<file path="src/rtl/prio_enc_rr_pkg.sv">
// -----------------------------------------------------------------------------
// enc_pkg
// Shared constants and helpers for the registered priority encoder family.
//   MODE_FIXED / MODE_RR : selection policy codes for the MODE parameter.
//   popcount()           : number of set bits in a vector of up to 64 bits.
// -----------------------------------------------------------------------------
package enc_pkg;

  localparam int MODE_FIXED = 0;  // highest set index wins
  localparam int MODE_RR    = 1;  // descending search from a rotating pointer

  // Widest supported request vector; callers zero-extend narrower vectors.
  localparam int MAX_N = 64;

  function automatic logic [6:0] popcount(input logic [MAX_N-1:0] v);
    logic [6:0] c;
    c = '0;
    for (int i = 0; i < MAX_N; i++) begin
      c = c + 7'(v[i]);
    end
    return c;
  endfunction

endpackage : enc_pkg

</file>
<file path="src/rtl/prio_enc_rr_pick.sv">
// -----------------------------------------------------------------------------
// prio_pick
// Purely combinational selector used by prio_enc_rr.
//   vec : candidate vector (N bits)
//   ptr : round-robin start position; ignored in fixed-priority mode
//   idx : chosen index (valid only when any = 1)
//   any : at least one bit of vec is set
// Fixed mode returns the highest set index. Round-robin mode searches downward
// from ptr, wrapping from 0 to N-1, and returns the first set bit found.
// -----------------------------------------------------------------------------
module prio_pick
  import enc_pkg::*;
#(
  parameter  int N    = 8,
  parameter  int MODE = MODE_FIXED,
  localparam int W    = $clog2(N)
) (
  input  logic [N-1:0] vec,
  input  logic [W-1:0] ptr,
  output logic [W-1:0] idx,
  output logic         any
);

  // Highest set bit of a vector; 0 when the vector is empty.
  function automatic logic [W-1:0] f_highest(input logic [N-1:0] v);
    logic [W-1:0] r;
    r = '0;
    for (int i = 0; i < N; i++) begin
      if (v[i]) begin
        r = W'(i);
      end
    end
    return r;
  endfunction

  assign any = |vec;

  generate
    if (MODE == MODE_RR) begin : g_rr
      // A descending search from ptr with wrap is the same as: take the
      // highest set bit at or below ptr; if there is none, take the highest
      // set bit overall (which must then lie above ptr).
      logic [N-1:0] w_low_mask;
      logic [N-1:0] w_low_vec;

      for (genvar gi = 0; gi < N; gi++) begin : g_mask
        assign w_low_mask[gi] = (W'(gi) <= ptr);
      end

      assign w_low_vec = vec & w_low_mask;
      assign idx       = (|w_low_vec) ? f_highest(w_low_vec) : f_highest(vec);
    end else begin : g_fixed
      logic w_unused_ptr;
      assign w_unused_ptr = ^ptr;
      assign idx          = f_highest(vec);
    end
  endgenerate

endmodule : prio_pick

</file>
<file path="src/rtl/prio_enc_rr.sv">
// -----------------------------------------------------------------------------
// prio_enc_rr
// Registered priority encoder with a valid/ready output.
// Request pulses are latched into a pending vector; one pending source is
// selected (fixed or round-robin priority) and presented until accepted.
//   clk      : rising-edge clock
//   rst      : synchronous active-high reset
//   req      : request pulses/levels, sampled every cycle (N bits)
//   out_idx  : selected source index (W bits)
//   out_vld  : out_idx is valid
//   out_rdy  : consumer accepts out_idx this cycle
//   pend     : registered pending vector (N bits)
//   pend_cnt : registered number of set bits in pend
// -----------------------------------------------------------------------------
module prio_enc_rr
  import enc_pkg::*;
#(
  parameter  int N    = 8,
  parameter  int MODE = MODE_FIXED,
  localparam int W    = $clog2(N),
  localparam int CW   = $clog2(N + 1)
) (
  input  logic          clk,
  input  logic          rst,
  input  logic [N-1:0]  req,
  output logic [W-1:0]  out_idx,
  output logic          out_vld,
  input  logic          out_rdy,
  output logic [N-1:0]  pend,
  output logic [CW-1:0] pend_cnt
);

  logic [N-1:0]  r_pend;
  logic [W-1:0]  r_ptr;
  logic [W-1:0]  r_idx;
  logic          r_vld;
  logic [CW-1:0] r_cnt;

  logic          w_acc;
  logic          w_load;
  logic [N-1:0]  w_clr;
  logic [N-1:0]  w_src;
  logic [N-1:0]  w_pend_next;
  logic [W-1:0]  w_pick_idx;
  logic          w_pick_any;
  logic [W-1:0]  w_ptr_next;

  assign w_acc  = r_vld & out_rdy;
  // A new selection is made whenever the output slot is empty or is being
  // emptied this cycle; otherwise the presented index is frozen.
  assign w_load = ~r_vld | w_acc;

  generate
    for (genvar gi = 0; gi < N; gi++) begin : g_clr
      assign w_clr[gi] = w_acc & (r_idx == W'(gi));
    end
  endgenerate

  // The index being accepted is excluded from the next selection even if its
  // request re-asserts this cycle; the re-asserted event stays pending and is
  // picked up on a later load.
  assign w_src       = r_pend & ~w_clr;
  assign w_pend_next = w_src | req;

  // Pointer moves to just below the accepted index, wrapping 0 -> N-1.
  assign w_ptr_next  = (r_idx == '0) ? W'(N - 1) : (r_idx - W'(1));

  prio_pick #(
    .N    (N),
    .MODE (MODE)
  ) u_pick (
    .vec (w_src),
    .ptr (r_ptr),
    .idx (w_pick_idx),
    .any (w_pick_any)
  );

  always_ff @(posedge clk) begin
    if (rst) begin
      r_pend <= '0;
      r_cnt  <= '0;
      r_vld  <= 1'b0;
      r_idx  <= '0;
      r_ptr  <= W'(N - 1);
    end else begin
      r_pend <= w_pend_next;
      r_cnt  <= CW'(popcount(MAX_N'(w_pend_next)));
      if (w_load) begin
        r_vld <= w_pick_any;
        if (w_pick_any) begin
          r_idx <= w_pick_idx;
        end
      end
      if (w_acc) begin
        r_ptr <= w_ptr_next;
      end
    end
  end

  assign out_idx  = r_idx;
  assign out_vld  = r_vld;
  assign pend     = r_pend;
  assign pend_cnt = r_cnt;

endmodule : prio_enc_rr

</file>
<file path="config.mk">
export PLATFORM = sky130hd
export DESIGN_NAME = prio_enc_rr
export DESIGN_NICKNAME = d
export VERILOG_FILES = /design/src/rtl/prio_enc_rr_pkg.sv /design/src/rtl/prio_enc_rr_pick.sv /design/src/rtl/prio_enc_rr.sv
export SDC_FILE = /design/constraint.sdc
export NUM_CORES = 1
export LEC_CHECK = 0
export CORE_MARGIN = 2
export CORE_UTILIZATION = 30
export CTS_CLUSTER_DIAMETER = 200
export CTS_CLUSTER_SIZE = 28
export DETAILED_ROUTE_END_ITERATION = 10
export HOLD_SLACK_MARGIN = 0.03
export PLACE_DENSITY = 0.59
export RECOVER_POWER = 50
export SLEW_MARGIN = 20
export SYNTH_ARGS = -nofsm -noshare
export SYNTH_HDL_FRONTEND = slang
export SYNTH_SLANG_ARGS = --single-unit
</file>
<file path="constraint.sdc">
create_clock -name clk -period 3.5 [get_ports clk]
set_input_delay 0.35 -clock clk [delete_from_list [all_inputs] [get_ports clk]]
set_output_delay 0.35 -clock clk [all_outputs]
set_load 0.01 [all_outputs]
</file>
=== Yosys cells after proc, flatten, opt, wreduce, memory -nomap -nowiden ===
Cells that the tools add are included.

* Bits in registers: 16
* Latch bits: 0
* RAM bits: 0
* ROM bits: 0
* Bits of input ports: 11
* Output and inout port bits: 16
* Memories kept: 0

* $add $sub $neg: 7
* Multipliers: 0
* Div/mod/pow operators: 0
* Magnitude comparators: 0
* Equal/unequal tests: 7
* Shifts and indexed selects: 0
* Mux-type cells: 7
* Bitwise operators: 14
* Reduce and logical (&&, ||, !) cells: 3

{| class="wikitable"
|+ Operators with widths
! cell !! number
|-
| adder 4 x 1 -> 4 bit || 4
|-
| equality test 3 bit, second input constant || 4
|-
| 2-to-1 mux 3 bit || 4
|-
| AND 1 bit || 9
|-
| AND 8 bit || 1
|-
| NOT 8 bit || 1
|-
| OR 8 bit || 1
|-
| OR reduction 8 bit || 1
|-
| equality test 3 x 2 -> 1 bit, second input constant || 2
|-
| adder 3 x 1 -> 4 bit || 1
|-
| 2-to-1 mux 2 bit || 2
|-
| adder 2 x 1 -> 3 bit || 1
|-
| equality test 3 x 1 -> 1 bit, second input constant || 1
|-
| logical NOT 3 bit || 1
|-
| adder 1 x 1 -> 2 bit || 1
|-
| AND reduction 2 bit || 1
|-
| 2-to-1 mux 1 bit || 1
|-
| NOT 1 bit || 1
|-
| OR 1 bit || 1
|}

=== Longest topological paths before layout ===
Gate-level depths: netlist (run 1).

* Word-level depth: 12
* Mapped depth: 13
* Gate-level depth less buffers: 12

=== By module ===
From an unflattened synthesis (run 1), not the netlist that was laid out.

* Cells, all modules: 115
* Area total of the unflattened synthesis: 1091.0 um^2

{| class="wikitable"
|+ Modules (own cells, without submodules)
! module !! times used !! cells an instance !! area an instance (um^2) !! seq. area each (um^2)
|-
| prio_enc_rr || 1 || 103 || 1024.7 || 380.4
|-
| prio_pick || 1 || 12 || 66.3 || 0.0
|}

=== Least setup slack after synthesis (run 1) ===
Ideal clock, no wire load.

* Path kind: register to register
* Start point: reg r_idx[0] (netlist: out_idx[0])
* End point: reg r_cnt[2] (netlist: pend_cnt[2])
* Setup time: 0.128 ns
* Arrival: 3.352 ns
* Setup slack: 0.021 ns
* Stages on the path, launching flop included: 14
* Period minus slack after synthesis: 3.479 ns
* Cell sequence: dfxtp_1 buf_4 inv_2 o41ai_2 nor2b_1 fa_1 fa_1 fa_1 inv_1 ha_1 inv_1 fa_1 xor2_1 nor2_1

* Word-level cells in the longest chain between the ends: 12

{| class="wikitable"
|+ RTL lines
! item !! line !! text
|-
| start: declaration || prio_enc_rr.sv:35 || <nowiki>logic [W-1:0] r_idx;</nowiki>
|-
| start signal: assignment || prio_enc_rr.sv:91 || <nowiki>r_idx <= w_pick_idx;</nowiki>
|-
| equality test 3 x 1 -> 1 bit or logical NOT 3 bit (tied branches) || -- ||
|-
| AND 1 bit || prio_enc_rr.sv:55 || <nowiki>assign w_clr[gi] = w_acc & (r_idx == W'(gi));</nowiki>
|-
| NOT 8 bit * || prio_enc_rr.sv:62 || <nowiki>assign w_src = r_pend & ~w_clr;</nowiki>
|-
| AND 8 bit * || prio_enc_rr.sv:62 ||
|-
| OR 8 bit * || prio_enc_rr.sv:63 || <nowiki>assign w_pend_next = w_src | req;</nowiki>
|-
| adder 1 x 1 -> 2 bit || prio_enc_rr_pkg.sv:19 || <nowiki>c = c + 7'(v[i]);</nowiki>
|-
| adder 2 x 1 -> 3 bit || prio_enc_rr_pkg.sv:19 ||
|-
| adder 3 x 1 -> 4 bit || prio_enc_rr_pkg.sv:19 ||
|-
| adder 4 x 1 -> 4 bit (3 in series) || prio_enc_rr_pkg.sv:19 ||
|-
| adder 4 x 1 -> 4 bit * || prio_enc_rr_pkg.sv:19 ||
|-
| end signal: assignment || prio_enc_rr.sv:87 || <nowiki>r_cnt <= CW'(popcount(MAX_N'(w_pend_next)));</nowiki>
|-
| end: declaration || prio_enc_rr.sv:37 || <nowiki>logic [CW-1:0] r_cnt;</nowiki>
|}

Every way passes the cells marked *; elsewhere a longest branch is shown, timed or not.
A chain may end at the register's enable or synchronous reset.

=== Worst setup path after layout (run 1) ===
* Start point: reg r_vld (netlist: out_vld)
* End point: reg r_cnt[2] (netlist: pend_cnt[2])

* Word-level cells in the longest chain between the ends: 12

{| class="wikitable"
|+ RTL lines
! item !! line !! text
|-
| start: declaration || prio_enc_rr.sv:36 || <nowiki>logic r_vld;</nowiki>
|-
| start signal: assignment || prio_enc_rr.sv:89 || <nowiki>r_vld <= w_pick_any;</nowiki>
|-
| AND 1 bit * || prio_enc_rr.sv:48 || <nowiki>assign w_acc = r_vld & out_rdy;</nowiki>
|-
| AND 1 bit || prio_enc_rr.sv:55 ||
|-
| NOT 8 bit * || prio_enc_rr.sv:62 ||
|-
| AND 8 bit * || prio_enc_rr.sv:62 ||
|-
| OR 8 bit * || prio_enc_rr.sv:63 ||
|-
| adder 1 x 1 -> 2 bit || prio_enc_rr_pkg.sv:19 ||
|-
| adder 2 x 1 -> 3 bit || prio_enc_rr_pkg.sv:19 ||
|-
| adder 3 x 1 -> 4 bit || prio_enc_rr_pkg.sv:19 ||
|-
| adder 4 x 1 -> 4 bit (3 in series) || prio_enc_rr_pkg.sv:19 ||
|-
| adder 4 x 1 -> 4 bit * || prio_enc_rr_pkg.sv:19 ||
|}

Marks and branches as above.

==> results of run 1 <==
[cell type report]
class / instances / area [um2] / share of cell area
clock buffer: 4 / 36.3 / 0.0267
tap: 31 / 38.8 / 0.0286
inverter: 10 / 37.5 / 0.0276
multi-input combinational: 68 / 559 / 0.412
sequential: 16 / 325 / 0.240
timing repair buffer: 39 / 360 / 0.265
[cells by family after synthesis]
family	count (synthesis)	share of synthesized area
XOR/XNOR	1	0.00981
flip-flops	16	0.359
AND/OR/NAND/NOR	37	0.228
AO/OA/AOI/OAI	22	0.200
buffers and inverters	13	0.0602
adder cells (fa/ha/maj)	7	0.132
multiplexers	1	0.0112
[stage by stage]
stage	total power (W)	setup TNS [ps]	cell area (um2)	hold WS, ps	setup slack, ps
after global routing	0.000634	-30.0	1360	618	-30.0
after detailed placement	0.000459	-749	1270	631	-380
after CTS	0.000589	0	1320	644	0.732
after floorplan	0.000351	0	893	419	20.8
after global placement	0.000456	-686	1270	633	-346
final	0.000590	0	1360	606	130
[registers in the layout (all words and copies together) (netlist names)]
name and count:
out_idx 3, pend_cnt 4, pend 8, out_vld 1
[placed cells by master, fill, tap and decap left out, types with 2 or more instances in the layout]
| cell type | instances |
|---|---|
| clkdlybuf4s50_1 | 25 |
| nor2_1 | 16 |
| dfxtp_1 | 14 |
| buf_4 | 13 |
| inv_1 | 9 |
| fa_1 | 4 |
| nor3_1 | 3 |
| a21oi_1 | 3 |
| ha_1 | 3 |
| clkbuf_4 | 3 |
| nor2b_4 | 2 |
| o21ai_0 | 2 |
| nand2b_1 | 2 |
| nand2_1 | 2 |
| a21oi_2 | 2 |
| o21a_2 | 2 |
| o31a_1 | 2 |
| nor2b_1 | 2 |
[worst paths after layout]
check / from / end / slack, ps / depth (start not counted)
worst min register to register: pend[5] / pend[5] / 650 / 3
worst min-delay path: out_rdy / out_vld / 610 / 4
worst max register to register: out_vld / pend_cnt[2] / 130 / 12
worst max-delay path: out_vld / pend_cnt[2] / 130 / 12
[metal layers]
layer	GRT usage	vias up	part of all wire
met4	0.0390	0	0
met3	0.0396	0	0.058
li1	-	419	-
met2	0.241	34	0.53
met1	0.182	404	0.41
met5	0	-	0
[power by group through the flow]
stage               Clock [W]  Combinational (W)  Sequential [W]
finish               0.000124           0.000237        0.000230
CTS                  0.000128           0.000234        0.000227
detailed placement          0           0.000229        0.000230
global route         0.000136           0.000264        0.000234
global placement            0           0.000226        0.000230
floorplan                   0           0.000110        0.000240
[worst min-delay path: stages]
cell	delay [ps]
dlymetal6s2s_1	130
buf_4	160
nand2b_1	120
a31oi_1	80
[repair_timing]
item                                    4_1_cts  5_1_grt
hold endpoints to repair                      0        0
setup buffers                                 0        1
endpoints found under the setup margin        2        2
hold buffers                                  0        0
gates resized for setup                       4        8
pin swaps                                     0        3
==> metrics, run 1 <==
status=finished, final reports clean; HPWL after DPL=1750 um; clk root buf=clkbuf_4; most frequent cells after synthesis=dfxtp_1 (16), nor2_1 (16), inv_1 (9); Ports=27; crit path launch type=flop; area growth from synthesis to layout=52.0%; vias=857; Die Wd=58.6 um; # rows=19; Pre-antenna DRT Iters=4; Slowest cell on crit path=fa_1; fmax=297 MHz; First DRT Iteration DRCs=16; P_int=0.000403 W; Routability Congestion=0.841; largest net degree at the start of global routing=17; die footprint=3430 um2; clk sink count=16; total congestion overflow=0; CTS tree=built; gr usage total=0.144; Hold Crit Class=input pin to flop; Worst-Margin Slew=593 ps; post-synthesis cell count=97; clock power share=0.210; synth unique cells=40; CP Class=flop to flop; ys flop type=dfxtp_1; worst-skew pair later-pin latency=290 ps; clock tree buffer depth=2; clk_skew=0.765 ps; Initial Util=0.321; switching part of the total power=0.318; clock slew at reported path FFs=100 ps; Worst path max stage delay=510 ps; DRC viols=0; die height=58.6 um; total CTS buffers=3; Post-synth EDFFs=0; share of cells above drive strength 1=0.241; total of max-cap violations=0; filler cell count in the final layout=265; Layout Cells excl Fill=168; Final Core Density=0.488; # port buffers=26; CP max FO=4; number of H-tree levels=1; Comb pwr share=0.401; LEAKAGE=0.567 nW; placed cell count=163; first-pass GRT wire length=3830 um; vias in the first global route=914; core area=2780 um2; Synth Register Bits=16; final hold vios=0; post-synth top area cell=dfxtp_1; share of flip-flops with an asynchronous set or reset=0; Final nets=156; area share of the largest cell type after synthesis=0.359; CP dominant cell by count=fa_1; crit path capture type=flop; post-route antenna net violation count=0; Final Max Slew Viols=0; Syn. warnings=0; Final Setup Violations=0; Worst Path Arrival=3530 ps; Final period util=0.963; sequential share of power=0.389; Post-Syn Area=893 um2; Rel. slew slack=0.603; sequential fraction of the synthesis area=0.359; Req. time, crit path=3660 ps; DRT Wirelength=2260 um; Peak VDD IR=0.304 mV; Ant. Diodes=0; Worst Path Buf+Inv=2; Vias/cell=5.10; P_sw=0.000188 W; pwr/cell area=435 nW/um2; initial antenna violation count=0; delay-heaviest family, CP=adder cells; Mean Syn Cell Area=9.21 um2; syn_nets=115; crit path time final=3370 ps; dominant cells by area after synthesis=dfxtp_1 (36%), fa_1 (9.0%), nor2_1 (6.7%); detailed-route wire length per cell=13.5 um; crit path cell chain=nand2_2 > o41ai_4 > nor2b_4 > fa_1 > fa_1 > fa_1 > inv_1 > ha_1 > inv_1 > fa_1 > xor2_1 > nor2_1
(Power assumes the default switching activity.)
==> run 2, diff against run 1 <==
CAP_MARGIN = 30   (was unset)
CTS_BUF_LIST = sky130_fd_sc_hd__clkbuf_4   (was unset)
==> run 2 against run 1 <==
Clock skew up 2.3 ps; sequential share of layout area about the same; critical path depth unchanged; largest power group unchanged; total power down 3.5%; critical path type unchanged; fmax down 0.70%; clock power down 17%; sequential cell count unchanged; via count unchanged; die area unchanged; register-to-register slack worse by 20 ps.
==> metrics, run 2 (synthesis results as in run 1) <==
CP max FO=4 (unchanged); crit path from=out_idx[0]; Req. time, crit path=3660 ps (about the same); die footprint=3430 um2 (unchanged); Pre-antenna DRT Iters=4 (unchanged); # rows=19 (unchanged); crit path launch type=flop; clock slew at reported path FFs=100 ps (about the same); # port buffers=26 (unchanged); total congestion overflow=0 (unchanged); sequential share of power=0.404 (+0.015); Vias/cell=5.10 (unchanged); Hold Crit Class=input pin to flop; crit path time final=3390 ps (+23.8 ps); post-route antenna net violation count=0 (unchanged); crit path to=pend_cnt[2]; clk root buf=clkbuf_4; area growth from synthesis to layout=50.6%; detailed-route wire length per cell=13.5 um (+0.49%); cell depth of the worst flop-to-flop path=12 (unchanged); gr usage total=0.143 (-0.000459); placed cell count=163 (unchanged); pwr/cell area=424 nW/um2 (-2.6%); DRT Wirelength=2280 um (+0.49%); initial antenna violation count=0 (unchanged); largest net degree at the start of global routing=17 (unchanged); CP Class=flop to flop; Die Wd=58.6 um (unchanged); die height=58.6 um (unchanged); total of max-cap violations=0 (unchanged); LEAKAGE=0.561 nW (-1.0%); CTS tree=built; Routability Congestion=0.841 (unchanged); total CTS buffers=3 (unchanged); WHS=605 ps (-1.31 ps); clk sink count=16 (unchanged); P_sw=0.000189 W (+0.60%); clock power share=0.181 (-0.029); clk_skew=3.08 ps (+2.32 ps); crit path capture type=flop; DRC viols=0 (unchanged); switching part of the total power=0.332 (+0.0136); core area=2780 um2 (unchanged); Final Max Slew Viols=0 (unchanged); worst-skew pair later-pin latency=290 ps (about the same); post-placement cell area=1270 um2 (unchanged); Peak VDD IR=0.305 mV (about the same); First DRT Iteration DRCs=19 (+3); Worst Path Arrival=3560 ps (+30 ps); clock tree buffer depth=2 (unchanged); P_int=0.000381 W (-5.4%); final hold vios=0 (unchanged); Ports=27 (unchanged); HP Start=out_rdy; number of H-tree levels=1 (unchanged); worst reg2reg path startpoint=out_idx[0]; Final Setup Violations=0 (unchanged); share of cells above drive strength 1=0.234 (-0.00730); cts-stage hold buffer count=0 (unchanged); Worst R2R Setup Slack=110 ps (-20 ps); most common cell after layout, fill and taps aside=clkdlybuf4s50_1; end of the worst register-to-register path=pend_cnt[2]; vias in the first global route=909 (-0.55%); Worst-Margin Slew=599 ps (+6.06 ps); most frequent cells in the layout=clkdlybuf4s50_1 (25), nor2_1 (16), dfxtp_1 (14); Final Cell Area=1350 um2 (-0.92%); max reg flops=8 (unchanged); Final nets=156 (unchanged); vias=857 (unchanged); first-pass GRT wire length=3820 um (-0.18%); Ant. Diodes=0 (unchanged); Final period util=0.970 (+0.00679); Comb pwr share=0.415 (+0.014); Layout Cells excl Fill=168 (unchanged); status=finished, final reports clean; Final Core Density=0.484 (-0.00450); HPWL after DPL=1750 um (unchanged); Initial Util=0.321 (unchanged); Rel. slew slack=0.599 (-0.00405); fmax=295 MHz (-0.70%)
-- run 2: power by group through the flow --
stage	logic, W	clock network (W)	registers (W)
6_report	0.000237	0.000103	0.000230
2_1_floorplan	0.000110	0	0.000240
3_5_place_dp	0.000229	0	0.000230
3_3_place_gp	0.000226	0	0.000230
5_1_grt	0.000264	0.000112	0.000234
4_1_cts	0.000234	0.000105	0.000227
-- run 2: routing by layer --
metal,global-route usage,part of all wire,up-vias
met5,0,0,-
met3,0.0462,0.060,0
li1,-,-,421
met2,0.238,0.52,31
met4,0.0292,0,0
met1,0.184,0.42,405
-- run 2: layout make-up --
class | count | area, um2
clock buffers | 3 | 22.5
clock inverters | 1 | 3.75
fillers | 267 | 1440
inverters | 10 | 37.5
multi-input cells | 68 | 559
flip-flops and latches | 16 | 323
well taps | 31 | 38.8
repair buffers | 39 | 360
-- run 2: worst max-delay path: stages, from the launching register on --
cell and delay, ps:
dfxtp_2 410, inv_2 50, o41ai_2 370, nor2b_4 220, fa_1 440, fa_1 510
fa_1 410, inv_1 70, ha_1 160, inv_1 60, fa_1 370, xor2_1 140
nor2_1 50
-- run 2: through the flow --
stage	worst slack (ps)	setup TNS [ps]	total power [W]
final	106	0	0.000570
after global routing	-22.4	-22.4	0.000610
after CTS	19.8	0	0.000566
after detailed placement	-380	-749	0.000459
after global placement	-346	-686	0.000456
after floorplan	20.8	0	0.000351
-- run 2: worst min path at each step --
| stage | end | slack, ps | cells after the start |
|---|---|---|---|
| 6_report | out_vld | 600 | 4 |
| 5_1_grt | out_vld | 620 | 4 |
| 4_1_cts | pend[0] | 640 | 3 |
| 3_5_place_dp | pend[5] | 630 | 3 |
| 3_3_place_gp | pend[5] | 630 | 3 |
| 2_1_floorplan | out_vld | 420 | 1 |
-- run 2: what timing repair did --
action | in CTS | in global routing
pin swaps | 0 | 3
gates resized for setup | 5 | 6
endpoints found under the setup margin | 2 | 2
buffers inserted | 0 | 1
